===== config.mk =====
export PLATFORM = sky130hd
export DESIGN_NAME = fetch_sequencer
export DESIGN_NICKNAME = d
export VERILOG_FILES = /design/src/rtl/fetch_pkg.sv /design/src/rtl/fetch_sequencer_pc_reg.sv /design/src/rtl/fetch_sequencer.sv
export SDC_FILE = /design/constraint.sdc
export NUM_CORES = 1
export LEC_CHECK = 0
export ABC_AREA = 1
export ABC_CLOCK_PERIOD_IN_PS = 1900
export BUFFER_PORTS_ARGS = -buffer_cell sky130_fd_sc_hd__buf_4
export CAP_MARGIN = 20
export CORE_AREA = 2 2 130 132
export CTS_CLUSTER_DIAMETER = 50
export DETAILED_ROUTE_END_ITERATION = 6
export DIE_AREA = 0 0 132 134
export HOLD_SLACK_MARGIN = 0.12
export PLACE_DENSITY = 0.56
export SLEW_MARGIN = 40
export SYNTH_ARGS = -nofsm -noshare
export SYNTH_HDL_FRONTEND = slang
export SYNTH_SLANG_ARGS = --single-unit

===== constraint.sdc =====
create_clock -name clk -period 1.9 [get_ports clk]
set_input_delay 0.57 -clock clk [delete_from_list [all_inputs] [get_ports clk]]
set_output_delay 0.57 -clock clk [all_outputs]
set_load 0.03 [all_outputs]

===== src/rtl/fetch_pkg.sv =====
// Shared types and constants for the instruction fetch sequencer.
package fetch_pkg;

   typedef enum logic [2:0] {
      BOOT,
      REQ,
      HOLD,
      HALT,
      TRAP
   } state_t;

   localparam logic [1:0]  CAUSE_NONE     = 2'd0;
   localparam logic [1:0]  CAUSE_MISALIGN = 2'd1;
   localparam logic [1:0]  CAUSE_TIMEOUT  = 2'd2;

   localparam logic [31:0] PC_INCR = 32'd4;

   function automatic logic is_misaligned(input logic [31:0] addr);
      return addr[1:0] != 2'b00;
   endfunction

endpackage


===== src/rtl/fetch_sequencer_pc_reg.sv =====
// Program counter register: loads a new value when load_i is set, otherwise holds.
module fetch_sequencer_pc_reg #(
   parameter logic [31:0] RESET_VECTOR = 32'h0000_0000
) (
   input  logic        clk,
   input  logic        reset_n,
   input  logic        load_i,
   input  logic [31:0] pc_d_i,
   output logic [31:0] pc_o
);

   logic [31:0] pc_q;

   always_ff @(posedge clk or negedge reset_n) begin
      if (!reset_n) begin
         pc_q <= RESET_VECTOR;
      end else if (load_i) begin
         pc_q <= pc_d_i;
      end
   end

   assign pc_o = pc_q;

endmodule


===== src/rtl/fetch_sequencer.sv =====
// RV32I fetch sequencer: PC control, fetch handshake, instruction hold,
// halt handling and trap entry on misaligned redirects or memory timeouts.
module fetch_sequencer
   import fetch_pkg::*;
#(
   parameter logic [31:0] RESET_VECTOR = 32'h0000_0000,
   parameter logic [31:0] TRAP_VECTOR  = 32'h0000_0100,
   parameter int unsigned MAX_WAIT     = 8
) (
   input  logic        clk,
   input  logic        reset_n,
   output logic        imem_req,
   output logic [31:0] imem_addr,
   input  logic        imem_ready,
   input  logic [31:0] imem_rdata,
   output logic        instr_valid,
   output logic [31:0] instr,
   output logic [31:0] instr_pc,
   input  logic        instr_ack,
   input  logic        redirect_valid,
   input  logic [31:0] redirect_target,
   input  logic        halt_req,
   output logic        halted,
   output logic        trap,
   output logic [1:0]  trap_cause
);

   // Count of the last stalled REQ cycle allowed before the timeout trap.
   localparam logic [7:0] WAIT_LAST = 8'(MAX_WAIT - 1);

   state_t      state_q, state_d;
   logic [7:0]  wait_cnt_q, wait_cnt_d;
   logic [31:0] instr_q, instr_d;
   logic [31:0] instr_pc_q, instr_pc_d;
   logic [1:0]  trap_cause_q, trap_cause_d;
   logic [31:0] pc;
   logic [31:0] pc_next;
   logic        pc_load;

   fetch_sequencer_pc_reg #(
      .RESET_VECTOR (RESET_VECTOR)
   ) u_pc_reg (
      .clk     (clk),
      .reset_n (reset_n),
      .load_i  (pc_load),
      .pc_d_i  (pc_next),
      .pc_o    (pc)
   );

   always_ff @(posedge clk or negedge reset_n) begin
      if (!reset_n) begin
         state_q      <= BOOT;
         wait_cnt_q   <= '0;
         instr_q      <= '0;
         instr_pc_q   <= '0;
         trap_cause_q <= CAUSE_NONE;
      end else begin
         state_q      <= state_d;
         wait_cnt_q   <= wait_cnt_d;
         instr_q      <= instr_d;
         instr_pc_q   <= instr_pc_d;
         trap_cause_q <= trap_cause_d;
      end
   end

   // Wait counter defaults to zero, so it is clear on every REQ entry.
   always_comb begin
      state_d      = state_q;
      wait_cnt_d   = '0;
      instr_d      = instr_q;
      instr_pc_d   = instr_pc_q;
      trap_cause_d = trap_cause_q;
      pc_load      = 1'b0;
      pc_next      = pc + PC_INCR;
      case (state_q)
         BOOT: state_d = REQ;
         REQ: begin
            if (imem_ready) begin
               instr_d    = imem_rdata;
               instr_pc_d = pc;
               state_d    = HOLD;
            end else if (wait_cnt_q == WAIT_LAST) begin
               trap_cause_d = CAUSE_TIMEOUT;
               state_d      = TRAP;
            end else begin
               wait_cnt_d = wait_cnt_q + 8'd1;
            end
         end
         HOLD: begin
            if (instr_ack) begin
               if (redirect_valid && is_misaligned(redirect_target)) begin
                  trap_cause_d = CAUSE_MISALIGN;
                  state_d      = TRAP;
               end else begin
                  pc_load = 1'b1;
                  if (redirect_valid) begin
                     pc_next = redirect_target;
                  end
                  state_d = halt_req ? HALT : REQ;
               end
            end
         end
         HALT: begin
            if (!halt_req) begin
               state_d = REQ;
            end
         end
         TRAP: begin
            pc_load = 1'b1;
            pc_next = TRAP_VECTOR;
            state_d = REQ;
         end
         default: state_d = BOOT;
      endcase
   end

   assign imem_req    = (state_q == REQ);
   assign imem_addr   = pc;
   assign instr_valid = (state_q == HOLD);
   assign instr       = instr_q;
   assign instr_pc    = instr_pc_q;
   assign halted      = (state_q == HALT);
   assign trap        = (state_q == TRAP);
   assign trap_cause  = trap_cause_q;

endmodule


# Word level (Yosys, flattened, before mapping)
# Index checks and enable logic that the tools add are counted.
[word_totals]
ff_bits = 109
input_bits = 70
wordCells = 49
[op_classes]
n_addsub = 2
eq_ne = 11
muxes = 22
n_reduce_logical = 8
[ops]
columns = ["op", "count"]
rows = [
  ["32-bit two-way mux", 3],
  ["32-bit case mux with 2 select lines", 1],
  ["32-bit by 3-bit adder with 32-bit output (second input constant)", 1],
  ["8-bit two-way mux", 3],
  ["3-bit two-way mux", 5],
  ["3-bit case mux with 4 select lines", 1],
  ["2-bit two-way mux", 5],
  ["8-bit by 1-bit adder with 8-bit output (second input constant)", 1],
  ["8-bit by 3-bit equality test with 1-bit output (second input constant)", 1],
  ["3-bit by 2-bit equality test with 1-bit output (second input constant)", 2],
  ["2-bit by 1-bit inequality test with 1-bit output (second input constant)", 3],
  ["5-bit AND reduction", 1],
  ["2-bit inequality test (second input constant)", 2],
  ["2-bit case mux with 2 select lines", 1],
  ["2-bit nonzero test", 2],
  ["3-bit by 1-bit equality test with 1-bit output (second input constant)", 1],
  ["3-bit equality test (second input constant)", 1],
  ["3-bit zero test", 1],
  ["3-bit by 1-bit inequality test with 1-bit output (second input constant)", 1],
  ["3-bit AND reduction", 1],
  ["1-bit two-way mux", 2],
  ["1-bit case mux with 2 select lines", 1],
  ["2-bit AND reduction", 1],
  ["2-bit OR reduction", 1],
  ["1-bit logical AND", 1],
]

# Depth between registers and ports, before layout
[depth]
depth_word = 5
mapped_depth = 10
mapped_depth_nobuf = 10

# Modules after synthesis
# A second synthesis with hierarchy kept.
[unflattened]
cells_unflattened = 750
area_unflattened_um2 = 5544.1
[by_module_without_submodules]
columns = ["mod", "n_inst", "cells_per_inst", "area_each_um2", "seq_area_each_um2"]
rows = [
  ["fetch_sequencer", 1, 614, 4251.6, 1926.8],
  ["fetch_sequencer_pc_reg", 1, 136, 1292.5, 800.8],
]

# Least setup slack after synthesis
# OpenSTA, ideal clock, no wires.
[synth_path]
path_kind = "reg2reg"
startpoint = "register u_pc_reg.pc_q[3] (netlist: u_pc_reg.pc_o[3])"
endpoint = "register u_pc_reg.pc_q[18] (netlist: u_pc_reg.pc_o[18])"
setup_time_ps = 117
arrival_time_ps = 1571
setup_slack_ps = 212
stages_incl_launch_ff = 10
synth_period_minus_slack_ps = 1688
cell_sequence = "dfrtp_1 -> ha_1 -> nand2_1 -> nor2_1 -> nand3_2 -> nor2_4 -> xor2_1 -> nand2_1 -> nand2_1 -> nand2_1"
[synth_between]
elab_chain_cells = 5
[synth_rtl]
columns = ["item", "line", "rtl"]
rows = [
  ["start, declared", "fetch_sequencer_pc_reg.sv:12", "logic [31:0] pc_q;"],
  ["start signal, assigned", "fetch_sequencer_pc_reg.sv:18", "pc_q <= pc_d_i;"],
  ["32-bit by 3-bit adder with 32-bit output *", "fetch_sequencer.sv:74", "pc_next = pc + PC_INCR;"],
  ["32-bit two-way mux", "fetch_sequencer.sv:96", "if (redirect_valid) begin"],
  ["32-bit two-way mux", "fetch_sequencer.sv:91", "if (redirect_valid && is_misaligned(redirect_target)) begin"],
  ["32-bit two-way mux", "fetch_sequencer.sv:90", "if (instr_ack) begin"],
  ["32-bit case mux with 2 select lines *", "fetch_sequencer.sv:75", "case (state_q)"],
]
# Mark *: on every way between the ends. The rest lies on a longest branch, timed or not.
# A chain may end at the register's enable or synchronous reset.

# Worst setup path after layout
[layout_path]
startpoint = "register state_q[1]"
endpoint = "output port trap"
[layout_between]
elab_chain_cells = 1
[layout_rtl]
columns = ["item", "line", "rtl"]
rows = [
  ["start, declared", "fetch_sequencer.sv:31", "state_t state_q, state_d;"],
  ["start signal, assigned", "fetch_sequencer.sv:58", "state_q <= state_d;"],
  ["3-bit equality test", "fetch_sequencer.sv:123", "assign trap = (state_q == TRAP);"],
  ["end, declared", "fetch_sequencer.sv:24", "output logic trap,"],
]
# Every way passes these cells.

==> results.txt <==
post-layout util - 0.4622
placed instance count - 1047
Worst setup SP type - register
share of flip-flops with an asynchronous set or reset - 1.000
Overflow after GRT - 0
largest net degree at the start of global routing - 67
Max Clk Rate - 541.2 MHz
CTS Buffer Depth - 2
cell family with most CP delay - flip-flops
clock slew at reported path FFs - 0.08 ns
Die Ht - 134 um
Crit path largest cell delay - 0.47 ns
largest family of logic cells by synthesized area - simple AND/OR/NAND/NOR gates
Yosys Warn Count - 0
Initial DRT Pass Iterations - 5
clock tree from TritonCTS - yes
end point of the critical path - trap
final critical path time including I/O delays and setup - 1.848 ns
Max Transition Viols Final - 0
HPWL after DPL - 12320 um
CP arrival - 1.28 ns
routability cong. - 0.8638
Hold Vio Cnt, Final - 0
critical path data required time - 1.33 ns
final setup fails - 0
xor and xnor area share after synthesis - 0.004723
met2 wire length - 7597 um
WHS - 0.1907 ns
core area - 16290 sq um
Mean Syn Cell Area - 8.467 sq um
number of DRC markers in iteration 0 - 324
layout cells sized above 1 - 0.3175
Max Used Layer - met4
Compound-Gate Fraction of Synth Area - 0.08974
syn_nets - 729
I/O Buffers - 171
clk_lat worst skew - 0.35 ns
clock sinks - 109
CP Class - reg2out
Mapped Area - 5563 sq um
WL final - 16060 um
Buf+Inv Stages, Crit Path - 2
Slew HR - 0.7559
Routed wire per std cell - 15.09 um
GRT Total Usage - 0.1815
vias in the first global route - 4511
EDFF count, synth - 0
simple-gate share of the synthesized area - 0.2555
RSZ-0062 raised after global routing - true
CP endpoint kind - primary output
CP max FO - 5
post-synthesis cell type count - 36
Synth Instances - 657
vias per inst - 4.675
top_reg_cell synth - dfrtp_1
Critical-path top delay cell - dfrtp_2
H-tree Lvls - 3
Reg2Reg Setup Slack - 0.15 ns
status - finished clean
register area share after synthesis - 0.4903
synthesized-area fraction occupied by adder cells - 0.004498
area added between synthesis and finish - 35.36%
global-route wire length before repair - 25180 um
met3 WL - 782 um
starting density of the core - 0.3415
peak supply drop - 0.5653 mV
start of the worst register-to-register path - u_pc_reg.pc_o[3]
dpl ws - 0.1250 ns
Finished Layout Cells - 1064
worst setup margin - 0.05238 ns
Crit path depth - 4
Worst R2R Path Depth - 9
chip width - 132 um
vias post-DR - 4974
P_leak - 3.719 nW
Root Buffer - clkbuf_16
worst-path cell chain - nor2_4 -> nand2_2 -> inv_1 -> buf_4
register bit total from synthesis - 109
Final nets - 911
Worst Setup SP - state_q[1]
ANT cells - 0
reg2reg end - u_pc_reg.pc_o[18]
Inserted Clock Buffers - 9
crit share post-route - 0.9724
DRC viols - 0
power density over the cells - 1595 nW/um^2
Antenna Violating Nets Remaining - 0
mux cell area share after synthesis - 0.08839
initial antenna violation count - 0
Slew @ Worst Pin - 0.3661 ns
IO Pins - 172
Min-Delay Path Class - in2async
maximum capacitance violations - 0
FP Rows - 47
die area - 17690 sq um
Final Skew - 0.01146 ns
M1 wire length - 7470 um
-- Yosys cell counts, types with 5 or more instances --
| cell type | count | area share |
|---|---|---|
| buf_6 | 7 | 0.014 |
| nor3_1 | 8 | 0.0072 |
| o21ai_1 | 28 | 0.025 |
| nor2_2 | 6 | 0.0067 |
| mux2_1 | 5 | 0.010 |
| nand2_1 | 172 | 0.12 |
| a21oi_1 | 8 | 0.0072 |
| mux2_4 | 29 | 0.078 |
| buf_2 | 9 | 0.0081 |
| inv_1 | 58 | 0.039 |
| o21ai_0 | 47 | 0.042 |
| nand3_1 | 41 | 0.037 |
| dfrtp_1 | 109 | 0.49 |
| nor2_1 | 93 | 0.063 |
-- per-layer routing --
| layer | vias up | GRT usage |
|---|---|---|
| li1 | 2494 | - |
| met1 | 2328 | 0.2563 |
| met2 | 141 | 0.2902 |
| met3 | 11 | 0.02494 |
| met4 | 0 | 0.05676 |
| met5 | - | 0 |
-- report_power, final --
group | total [W] | switching, W | internal (W) | leakage, nW
combinational | 0.00617 | 0.00370 | 0.00248 | 2.16
clock | 0.00183 | 0.000919 | 0.000910 | 0.139
sequential | 0.00401 | 0.000769 | 0.00324 | 1.42
-- registers in the layout, indices dropped and copies added, names as in the netlist --
register,cells
instr,32
instr_pc,32
state_q,3
trap_cause,2
u_pc_reg.pc_o,32
wait_cnt_q,8
-- stage by stage --
| stage | area, sq um | TNS (ns) | power (W) |
|---|---|---|---|
| floorplan | 5563 | 0 | 0.007764 |
| global placement | 7194 | 0 | 0.01012 |
| detailed placement | 7194 | 0 | 0.01014 |
| CTS | 7482 | -0.0005891 | 0.01203 |
| global route | 7530 | -0.06900 | 0.01275 |
| finish | 7530 | 0 | 0.01201 |
-- worst min-delay path by stage --
stage / start / to / slack [ns]
4_1_cts: reset_n / wait_cnt_q[4] / 0.20
3_3_place_gp: instr_pc[3] / instr_pc[3] / 0.47
5_1_grt: reset_n / wait_cnt_q[5] / 0.21
3_5_place_dp: instr_pc[4] / instr_pc[4] / 0.48
2_1_floorplan: reset_n / instr[0] / 0.27
6_report: reset_n / wait_cnt_q[5] / 0.19
-- cells by family (layout without fill, tap and decap cells) --
| logic type | Yosys count | in the layout |
|---|---|---|
| AOI/OAI and AO/OA | 93 | 93 |
| xor gates and xnor gates | 3 | 3 |
| adders and majority gates | 2 | 2 |
| buffers and inverters | 81 | 268 |
| DFF | 109 | 109 |
| muxes | 34 | 34 |
| and+or+nand+nor | 335 | 335 |
-- placed cells by master, fill, tap and decap left out, drive strengths merged --
cell type,count
mux2,34
nand3,43
ha,2
a32oi,1
clkbuf,9
o32ai,1
nand2,176
xor2,3
nor3,10
a21oi,9
clkinvlp,1
nand3b,1
inv,63
nor2,102
nand4,3
a21o,1
o221ai,1
a31oi,1
o22ai,2
clkinv,5
dfrtp,109
o21ai,75
buf,190
o211ai,2
-- cell type report --
class | count | area (sq um)
well taps | 220 | 275.3
fillers | 1631 | 8760
flip-flops and latches | 109 | 2730
repair buffers | 190 | 1496
multi-input cells | 467 | 2506
inverters | 62 | 239.0
clock inverters | 7 | 57.56
clock buffers | 9 | 225.2
-- repair_timing --
item	4_1_cts	5_1_grt
hold buffers	0	0
setup buffers	0	1
pin swaps	0	2
resized for setup	2	14
setup endpoints to repair	1	4
Note: power is estimated with default switching activity, not from simulation.
